### config.mk
export PLATFORM = sky130hd
export DESIGN_NAME = arm_instr_encoder
export DESIGN_NICKNAME = d
export VERILOG_FILES = /design/src/rtl/arm_instr_encoder_pkg.sv /design/src/rtl/arm_instr_encoder_rot_imm_check.sv /design/src/rtl/arm_instr_encoder.sv
export SDC_FILE = /design/constraint.sdc
export NUM_CORES = 1
export LEC_CHECK = 0
export BUFFER_PORTS_ARGS = -buffer_cell sky130_fd_sc_hd__buf_2
export CAP_MARGIN = 20
export CORE_MARGIN = 4
export CORE_UTILIZATION = 40
export DETAILED_ROUTE_END_ITERATION = 8
export MAX_ROUTING_LAYER = met4
export PLACE_DENSITY = 0.71
export SYNTH_ARGS = -nofsm -noshare
export SYNTH_HDL_FRONTEND = slang
export SYNTH_HIERARCHICAL = 1
export SYNTH_SLANG_ARGS = --single-unit
### constraint.sdc
create_clock -name clk -period 4.7 [get_ports clk]
set_clock_uncertainty 0.1 [all_clocks]
set_input_delay 0.47 -clock clk [delete_from_list [all_inputs] [get_ports clk]]
set_output_delay 0.47 -clock clk [all_outputs]
set_load 0.02 [all_outputs]
### src/rtl/arm_instr_encoder_pkg.sv
// enc_pkg: shared types and encoding helpers for arm_instr_encoder.
//   op_t         request opcode (ADD=0 .. B=7)
//   state_t      encoder FSM states
//   enc_word_t   {err, instr} result of an encoding attempt
//   encode_word  builds the 32-bit machine word from fields (instr forced to 0 on error)
package enc_pkg;

    typedef enum logic [2:0] {
        OpAdd = 3'd0,
        OpSub = 3'd1,
        OpAnd = 3'd2,
        OpOrr = 3'd3,
        OpCmp = 3'd4,
        OpLdr = 3'd5,
        OpStr = 3'd6,
        OpB   = 3'd7
    } op_t;

    typedef enum logic [1:0] {
        StIdle,
        StRotate,
        StHold
    } state_t;

    typedef struct packed {
        logic        err;
        logic [31:0] instr;
    } enc_word_t;

    localparam logic [3:0] CMD_ADD = 4'b0100;
    localparam logic [3:0] CMD_SUB = 4'b0010;
    localparam logic [3:0] CMD_AND = 4'b0000;
    localparam logic [3:0] CMD_ORR = 4'b1100;
    localparam logic [3:0] CMD_CMP = 4'b1010;

    localparam logic [5:0] MEM_FUNCT_LDR = 6'b011001;
    localparam logic [5:0] MEM_FUNCT_STR = 6'b011000;

    localparam logic [3:0] COND_AL = 4'hE;

    function automatic logic is_dp(input op_t op);
        return (op == OpAdd) || (op == OpSub) || (op == OpAnd) ||
               (op == OpOrr) || (op == OpCmp);
    endfunction

    // For DP immediates the caller supplies the already-found rot/imm8 pair.
    function automatic enc_word_t encode_word(
        input op_t         op,
        input logic [3:0]  cond,
        input logic        s,
        input logic [3:0]  rd,
        input logic [3:0]  rn,
        input logic [3:0]  rm,
        input logic        use_imm,
        input logic [31:0] imm,
        input logic [3:0]  rot,
        input logic [7:0]  imm8
    );
        enc_word_t  res;
        logic [3:0] cmd;
        logic       s_bit;
        logic [3:0] rd_f;
        logic [11:0] op2;
        res.err   = 1'b0;
        res.instr = 32'h0;
        cmd       = CMD_AND;
        s_bit     = s;
        rd_f      = rd;
        op2       = use_imm ? {rot, imm8} : {8'h00, rm};
        unique case (op)
            OpAdd: cmd = CMD_ADD;
            OpSub: cmd = CMD_SUB;
            OpAnd: cmd = CMD_AND;
            OpOrr: cmd = CMD_ORR;
            OpCmp: begin
                cmd   = CMD_CMP;
                s_bit = 1'b1;
                rd_f  = 4'h0;
            end
            default: cmd = CMD_AND;
        endcase
        unique case (op)
            OpLdr, OpStr: begin
                if (imm[31:12] != 20'h0) begin
                    res.err = 1'b1;
                end else begin
                    res.instr = {cond, 2'b01,
                                 (op == OpLdr) ? MEM_FUNCT_LDR : MEM_FUNCT_STR,
                                 rn, rd, imm[11:0]};
                end
            end
            OpB: begin
                // Offset must fit a signed 24-bit field.
                if (imm[31:24] != {8{imm[23]}}) begin
                    res.err = 1'b1;
                end else begin
                    res.instr = {cond, 4'b1010, imm[23:0]};
                end
            end
            default: begin
                res.instr = {cond, 2'b00, use_imm, cmd, s_bit, rn, rd_f, op2};
            end
        endcase
        return res;
    endfunction

endpackage

### src/rtl/arm_instr_encoder_rot_imm_check.sv
// rot_imm_check: tests one rotation candidate for a DP immediate.
//   imm   in   32-bit immediate to encode
//   r     in   rotation candidate (the word is rotated left by 2*r)
//   hit   out  rotated value fits in 8 bits
//   imm8  out  low byte of the rotated value
module rot_imm_check (
    input  logic [31:0] imm,
    input  logic [3:0]  r,
    output logic        hit,
    output logic [7:0]  imm8
);

    logic [4:0]  sh;
    logic [31:0] rol;

    assign sh = {r, 1'b0};
    // A right shift by 32 (r == 0) yields zero, so the rotate stays correct.
    assign rol  = (imm << sh) | (imm >> (6'd32 - {1'b0, sh}));
    assign hit  = (rol[31:8] == 24'h0);
    assign imm8 = rol[7:0];

endmodule

### src/rtl/arm_instr_encoder.sv
// arm_instr_encoder: turns field-level instruction requests into 32-bit ARM words
// tagged with sequential instruction-memory addresses.
//   clk, reset           clock, synchronous active-low reset
//   req_*                request handshake and instruction fields
//   out_valid/out_ready  output handshake; out_instr/out_addr/out_err held until accepted
//   full                 every address of the 2**ADDR_W word memory has been used
// Optional build macro ENC_ERR_CNT_EN adds err_count, a saturating count of error words.
module arm_instr_encoder
    import enc_pkg::*;
#(
    parameter int unsigned ADDR_W = 6
) (
    input  logic              clk,
    input  logic              reset,
    input  logic              req_valid,
    output logic              req_ready,
    input  op_t               req_op,
    input  logic [3:0]        req_cond,
    input  logic              req_s,
    input  logic [3:0]        req_rd,
    input  logic [3:0]        req_rn,
    input  logic [3:0]        req_rm,
    input  logic              req_use_imm,
    input  logic [31:0]       req_imm,
    output logic              out_valid,
    input  logic              out_ready,
    output logic [31:0]       out_instr,
    output logic [ADDR_W-1:0] out_addr,
    output logic              out_err,
    output logic              full
`ifdef ENC_ERR_CNT_EN
    ,
    output logic [7:0]        err_count
`endif
);

    state_t      state_q, state_d;
    logic [3:0]  r_q, r_d;
    op_t         op_q, op_d;
    logic [3:0]  cond_q, cond_d;
    logic        s_q, s_d;
    logic [3:0]  rd_q, rd_d;
    logic [3:0]  rn_q, rn_d;
    logic [31:0] imm_q, imm_d;
    logic [31:0] instr_q, instr_d;
    logic        err_q, err_d;
    logic [ADDR_W:0] cnt_q, cnt_d;
`ifdef ENC_ERR_CNT_EN
    logic [7:0]  err_cnt_q, err_cnt_d;
`endif

    logic        rot_hit;
    logic [7:0]  rot_imm8;
    enc_word_t   enc_idle;
    enc_word_t   enc_rot;
    logic        accept;
    logic        needs_rot;

    rot_imm_check u_rot_imm_check (
        .imm  (imm_q),
        .r    (r_q),
        .hit  (rot_hit),
        .imm8 (rot_imm8)
    );

    // Direct path: everything except DP immediates wider than 8 bits.
    assign enc_idle = encode_word(req_op, req_cond, req_s, req_rd, req_rn, req_rm,
                                  req_use_imm, req_imm, 4'h0, req_imm[7:0]);
    // Rotate path: only DP immediates reach ROTATE, so use_imm is implied.
    assign enc_rot  = encode_word(op_q, cond_q, s_q, rd_q, rn_q, 4'h0,
                                  1'b1, imm_q, r_q, rot_imm8);

    assign full      = (cnt_q == {1'b1, {ADDR_W{1'b0}}});
    assign req_ready = (state_q == StIdle) && !full;
    assign accept    = req_valid && req_ready;
    assign needs_rot = is_dp(req_op) && req_use_imm && (req_imm[31:8] != 24'h0);

    assign out_valid = (state_q == StHold);
    assign out_instr = instr_q;
    assign out_err   = err_q;
    assign out_addr  = cnt_q[ADDR_W-1:0];
`ifdef ENC_ERR_CNT_EN
    assign err_count = err_cnt_q;
`endif

    always_comb begin
        state_d = state_q;
        r_d     = r_q;
        op_d    = op_q;
        cond_d  = cond_q;
        s_d     = s_q;
        rd_d    = rd_q;
        rn_d    = rn_q;
        imm_d   = imm_q;
        instr_d = instr_q;
        err_d   = err_q;
        cnt_d   = cnt_q;
`ifdef ENC_ERR_CNT_EN
        err_cnt_d = err_cnt_q;
`endif
        unique case (state_q)
            StIdle: begin
                if (accept) begin
                    op_d   = req_op;
                    cond_d = req_cond;
                    s_d    = req_s;
                    rd_d   = req_rd;
                    rn_d   = req_rn;
                    imm_d  = req_imm;
                    if (needs_rot) begin
                        r_d     = 4'd1;
                        state_d = StRotate;
                    end else begin
                        instr_d = enc_idle.instr;
                        err_d   = enc_idle.err;
                        state_d = StHold;
                    end
                end
            end
            StRotate: begin
                if (rot_hit) begin
                    instr_d = enc_rot.instr;
                    err_d   = 1'b0;
                    state_d = StHold;
                end else if (r_q == 4'd15) begin
                    instr_d = 32'h0;
                    err_d   = 1'b1;
                    state_d = StHold;
                end else begin
                    r_d = r_q + 4'd1;
                end
            end
            StHold: begin
                if (out_ready) begin
                    state_d = StIdle;
                    // Error words do not consume an address.
                    if (!err_q && !full) begin
                        cnt_d = cnt_q + 1'b1;
                    end
`ifdef ENC_ERR_CNT_EN
                    if (err_q && (err_cnt_q != 8'hFF)) begin
                        err_cnt_d = err_cnt_q + 8'd1;
                    end
`endif
                end
            end
            default: state_d = StIdle;
        endcase
    end

    always_ff @(posedge clk) begin
        if (!reset) begin
            state_q <= StIdle;
            r_q     <= 4'd0;
            op_q    <= OpAdd;
            cond_q  <= 4'h0;
            s_q     <= 1'b0;
            rd_q    <= 4'h0;
            rn_q    <= 4'h0;
            imm_q   <= 32'h0;
            instr_q <= 32'h0;
            err_q   <= 1'b0;
            cnt_q   <= '0;
`ifdef ENC_ERR_CNT_EN
            err_cnt_q <= 8'h0;
`endif
        end else begin
            state_q <= state_d;
            r_q     <= r_d;
            op_q    <= op_d;
            cond_q  <= cond_d;
            s_q     <= s_d;
            rd_q    <= rd_d;
            rn_q    <= rn_d;
            imm_q   <= imm_d;
            instr_q <= instr_d;
            err_q   <= err_d;
            cnt_q   <= cnt_d;
`ifdef ENC_ERR_CNT_EN
            err_cnt_q <= err_cnt_d;
`endif
        end
    end

endmodule
# ---- After elaboration in Yosys (flattened, before gate mapping)
# Cells that the tools add are included.
# Widths: inputs -> output; s select.
dict set report op_classes {
  add_sub_neg 3
  n_mul 0
  n_div 0
  magnitude_cmp 0
  n_eq_ne 26
  shifts 2
  mux 39
  n_bitwise 1
  n_reduce_logical 26
}
# cell count
set op_table {}
lappend op_table {{$mux 32} 8}
lappend op_table {{$pmux 32 s2} 3}
lappend op_table {{$reduce_bool 20->1} 2}
lappend op_table {{$or 32x32->32} 1}
lappend op_table {{$pmux 4 s4} 2}
lappend op_table {{$shl 32x5->32} 1}
lappend op_table {{$shr 32x6->32} 1}
lappend op_table {{$eq 3x3->1 const B} 8}
lappend op_table {{$logic_not 24->1} 1}
lappend op_table {{$mux 4} 6}
lappend op_table {{$reduce_bool 24->1} 1}
lappend op_table {{$ne 8x8->1} 2}
lappend op_table {{$mux 1} 10}
lappend op_table {{$mux 2} 5}
lappend op_table {{$ne 2x2->1 const B} 5}
lappend op_table {{$eq 3x2->1 const B} 3}
lappend op_table {{$mux 8} 1}
lappend op_table {{$pmux 4 s2} 1}
lappend op_table {{$add 7x1->7 const B} 1}
lappend op_table {{$eq 7x7->1 const B} 1}
lappend op_table {{$eq 3x1->1 const B} 2}
lappend op_table {{$logic_not 3->1} 2}
lappend op_table {{$pmux 2 s3} 1}
lappend op_table {{$reduce_and 3->1} 2}
lappend op_table {{other kinds (17)} 27}
dict set report word_totals {
  ff_bits 94
  latch_bits 0
  ramBits 0
  mem_bits_ro 0
  in_bits 57
  mem_count 0
}

# ---- Logic depth before layout (Yosys ltp)
dict set report logic_depth {
  ltp_word 10
  ltp_mapped 19
}

# ---- Cells and area by module
# Netlist, hierarchy kept.
# mod n_inst cells_each area_per_inst_um2 seq_area_each_um2
set modules_own_cells {}
lappend modules_own_cells {arm_instr_encoder 1 612 4639.4 1881.8}
lappend modules_own_cells {rot_imm_check 1 230 1576.5 0.0}

# ---- Worst setup path after synthesis
# OpenSTA, ideal clock, no wires.
dict set report synth_timing {
  path_type {reg-to-reg}
  start {register r_q[0]}
  end {register state_q[1]}
  setup_time_ns 0.128
  t_arrival_ns 3.807
  t_required_ns 4.472
  setup_slack_ns 0.666
  stages_incl_launch_ff 18
  period_less_slack_ns 4.034
  path_cell_list {dfxtp_1 -> buf_6 -> inv_4 -> clkbuf_1 -> ha_1 -> buf_2 -> clkbuf_1 -> clkbuf_1 -> o21ai_0 -> a32oi_1 -> nand2_1 -> o211a_1 -> a311oi_1 -> a2111oi_4 -> buf_4 -> buf_4 -> a21oi_1 -> nor2_1}
}
dict set report synth_via {
  elab_chain_len 6
  elab_cells_between_ends 10
  classes_between {add/sub: 1; eq/ne: 2; shift: 2; mux: 2; bitwise: 1; reduce/logical: 2}
}
# element line
set synth_rtl {}
lappend synth_rtl {{from (decl)} arm_instr_encoder.sv:38} ;# logic [3:0] r_q, r_d;
lappend synth_rtl {{from (signal assigned)} arm_instr_encoder.sv:169} ;# r_q <= r_d;
lappend synth_rtl {{$sub 6x5->6} arm_instr_encoder_rot_imm_check.sv:18} ;# assign rol = (imm << sh) | (imm >> (6'd32 - {1'b0, sh}));
lappend synth_rtl {{$shr 32x6->32} arm_instr_encoder_rot_imm_check.sv:18}
lappend synth_rtl {{$or 32x32->32 *} arm_instr_encoder_rot_imm_check.sv:18}
lappend synth_rtl {{$logic_not 24->1 *} arm_instr_encoder_rot_imm_check.sv:19} ;# assign hit = (rol[31:8] == 24'h0);
lappend synth_rtl {{net rot_hit} arm_instr_encoder.sv:52} ;# logic rot_hit;
lappend synth_rtl {{$ne 3x3->1 (no source line) / $mux 2 (equally long branches)} --}
lappend synth_rtl {{$reduce_and 3->1 (no source line) / $pmux 2 s3 (equally long branches)} --}
lappend synth_rtl {{to (signal assigned)} arm_instr_encoder.sv:153} ;# state_q <= StIdle;
lappend synth_rtl {{to (signal assigned)} arm_instr_encoder.sv:168} ;# state_q <= state_d;
lappend synth_rtl {{to (decl)} arm_instr_encoder.sv:37} ;# state_t state_q, state_d;
# Mark *: on every way through the listed nets, which the timed path passes. The rest lies on a longest branch.
# A chain may end at the register's enable or synchronous reset.

# ---- Worst setup path in the final report
dict set report layout_timing {
  start {register r_q[0]}
  end {register instr_q[25], in the netlist out_instr[25]}
}
dict set report layout_via {
  elab_chain_len 6
  elab_cells_between_ends 10
  classes_between {add/sub: 1; eq/ne: 2; shift: 2; mux: 2; bitwise: 1; reduce/logical: 2}
}
# element line
set layout_rtl {}
lappend layout_rtl {{$sub 6x5->6} arm_instr_encoder_rot_imm_check.sv:18}
lappend layout_rtl {{$shr 32x6->32} arm_instr_encoder_rot_imm_check.sv:18}
lappend layout_rtl {{$or 32x32->32 *} arm_instr_encoder_rot_imm_check.sv:18}
lappend layout_rtl {{$logic_not 24->1 *} arm_instr_encoder_rot_imm_check.sv:19}
lappend layout_rtl {{net rot_hit} arm_instr_encoder.sv:52}
lappend layout_rtl {{$ne 3x3->1 (no source line) / $mux 32 (equally long branches)} --}
lappend layout_rtl {{$reduce_and 4->1 (no source line) / $pmux 32 s2 (equally long branches)} --}
lappend layout_rtl {{to (signal assigned)} arm_instr_encoder.sv:176} ;# instr_q <= instr_d;
lappend layout_rtl {{to (decl)} arm_instr_encoder.sv:45} ;# logic [31:0] instr_q, instr_d;
# Marked as above.

==> impl_metrics.ini <==
[outcome]
status = finished, final reports clean

[finish]
layout_commonest_cell = nand2_1
regArea_um2 = 1880
nets = 959
fillers = 1525
n_antenna_cell = 0
final_layout_size_suffix_gt1_share_pct = 17.8
final_cell_mix = 149 x nand2_1, 98 x buf_2, 93 x a21oi_1, 93 x dfxtp_1, 64 x nor2_1
area_growth_syn_to_layout_pct = 13.9
multiInputGateArea_um2 = 3940

[grt]
overflow = 0
grt_usage_pct = 23.0
grt_first_pass_wirelength_um = 32500
grt_antenna_before_repair = 0
grt_max_degree = 68
grt_pass1_vias = 6053

[drt]
routedWlPerCell_um = 18.4
vias = 6624
drtIter0Drc = 857
routed_wirelength_um = 20100
vias_per_cell = 6.07
drtAntennaViolNets = 0
drc = 0
dr.pass1.iters = 7

[floorplan]
die_h_um = 133
core_area_um2 = 15200
die_area_um2 = 17600
die_w_um = 133
rows = 45
pin_count = 99
start_util_pct = 40.9

[cts]
cts_sinks = 94
root_buffer = clkbuf_16
clock_latency_ns = 0.35
numCtsBuffers = 9
cts_max_level = 3
postCtsHoldBufs = 0
clk_path_buf_depth = 2
clk_pin_slew_ns = 0.07
post_cts_buffers = 0
cts_tree = yes
ctsResizeCount = 0

[power]
power_leakage_nw = 2.75
ir_worst_vdd_v = 0.000215
p_per_area_nw_per_um2 = 337

[synth]
synth.distinct_cells = 67
synth-seq-cells = 94
syn_area_per_cell_um2 = 7.38
syn_area_um2 = 6220
synthArstFlopShare_pct = 0
synthFlopType = dfxtp_1
synthCells = 842
synth_edf_count = 0
yosys_warnings = 6
yosysSeqAreaShare_pct = 30.3
syn-num-nets = 903

[worst_setup_path]
critPathMaxFanout = 67
critPathArrivalTime_ns = 4.38
crit_path_end_kind = flop
critPathLaunchType = flop
required_ns = 4.85
worstSetupPathType = flop to flop

[sta]
fin_crit_ns = 4.24
worst_slack_ns = 0.462
drv_slew = 0
finalHoldViolations = 0
worst_slew_pin_slew_ns = 0.936
tns_ns = 0
slew_headroom_pct = 37.6
rsz0062_at_grt = no
finalCritPeriodShare_pct = 90.2
setup_violations = 0
timing.fmax_ghz = 0.236

[placement]
dpl.hpwl_um = 14200
place.gp.congestion = 0.938
numPortBuffers = 98
dp_slack_ns = 0.549

[job]
drv_cap = 0

[hold_path]
hold_class = input port to flop
where the power goes:
part           internal, W  switching [W]
registers         0.000863      0.0000868
clock network     0.000438       0.000338
logic             0.000254       0.000406
metal layers:
| metal | global-route usage [%] | share of wire (%) | vias to the layer above |
|---|---|---|---|
| met5 | - | 0 | - |
| met4 | 5.37 | 1.5 | 0 |
| met3 | 4.71 | 9.1 | 25 |
| met2 | 33.3 | 43 | 337 |
| met1 | 32.8 | 46 | 3070 |
| li1 | - | - | 3192 |
cell type report:
| cell class | instances | share of cell area, % |
|---|---|---|
| Clock buffer | 10 | 3.37 |
| Inverter | 24 | 1.31 |
| Tap cell | 188 | 3.32 |
| Multi-Input combinational cell | 657 | 55.6 |
| Clock inverter | 6 | 1.08 |
| Sequential cell | 94 | 26.6 |
| Timing Repair Buffer | 112 | 8.76 |
worst max-delay path: stages, from the launching register on:
cell       delay [ns]
dfxtp_2          0.33
inv_4            0.15
ha_1             0.23
xor2_2           0.30
buf_4            0.30
mux2i_1          0.21
o21ai_0          0.13
or4_1            0.57
o31ai_1          0.22
o211a_1          0.27
a311oi_1         0.07
buf_4            0.20
a2111oi_4        0.38
buf_12           0.29
o221ai_1         0.17
o211a_1          0.16
state kept, by name, indices dropped and copies added, names as in the netlist, 2 cells and up:
register,count
cnt_q,7
cond_q,4
imm_q,32
op_q,3
out_instr,32
r_q,4
rd_q,4
rn_q,4
state_q,2
synthesized netlist by cell type (5+ instances only):
cell type | instances | area (µm²)
o21ai_0 | 52 | 260
buf_2 | 13 | 65.1
a21oi_1 | 93 | 465
nor4_1 | 12 | 75.1
clkbuf_1 | 42 | 158
or3_1 | 5 | 31.3
a22o_1 | 6 | 52.6
nand3_1 | 16 | 80.1
nand4_1 | 9 | 56.3
mux4_2 | 8 | 180
buf_4 | 10 | 75.1
nor2b_1 | 12 | 75.1
a32oi_1 | 8 | 70.1
nor2_1 | 64 | 240
inv_1 | 22 | 82.6
nand2_1 | 149 | 559
a31oi_1 | 25 | 156
xor2_1 | 9 | 78.8
mux2_2 | 9 | 101
a22oi_1 | 12 | 90.1
dfxtp_1 | 94 | 1880
o21ai_1 | 5 | 25.0
and3_1 | 6 | 37.5
o22ai_1 | 16 | 100
o211ai_1 | 7 | 52.6
nor3_1 | 24 | 120
a211oi_1 | 12 | 90.1
mux2i_1 | 28 | 280
cells by family (layout without fill, tap and decap cells):
logic type / Yosys count / after routing / share of synthesized area, %
AOI/OAI and AO/OA: 270 / 270 / 27.0
xor gates and xnor gates: 12 / 12 / 1.69
adders and majority gates: 4 / 4 / 0.805
buffers and inverters: 91 / 152 / 6.64
DFF: 94 / 94 / 30.3
muxes: 46 / 46 / 9.28
and+or+nand+nor: 325 / 325 / 24.3
final timing paths:
| check | from | endpoint | slack [ns] | depth (start not counted) |
|---|---|---|---|---|
| max | r_q[0] | out_instr[25] | 0.46 | 15 |
| min | req_cond[0] | cond_q[0] | 0.27 | 3 |
| max reg2reg | r_q[0] | out_instr[25] | 0.46 | 15 |
| min reg2reg | cond_q[0] | cond_q[0] | 0.36 | 2 |
per-stage QoR:
stage,total power [W],instance area (µm²),cells,hold slack [ns],utilization (%)
global placement,0.00160,6750,1074,0.342,44.4
CTS,0.00238,7060,1090,0.257,46.5
floorplan,0.00141,6220,842,0.336,-
detailed placement,0.00161,6750,1074,0.349,44.4
global route,0.00250,7080,1091,0.267,46.6
finish,0.00238,7080,1091,0.266,46.6
Note: power is estimated with default switching activity, not from simulation.
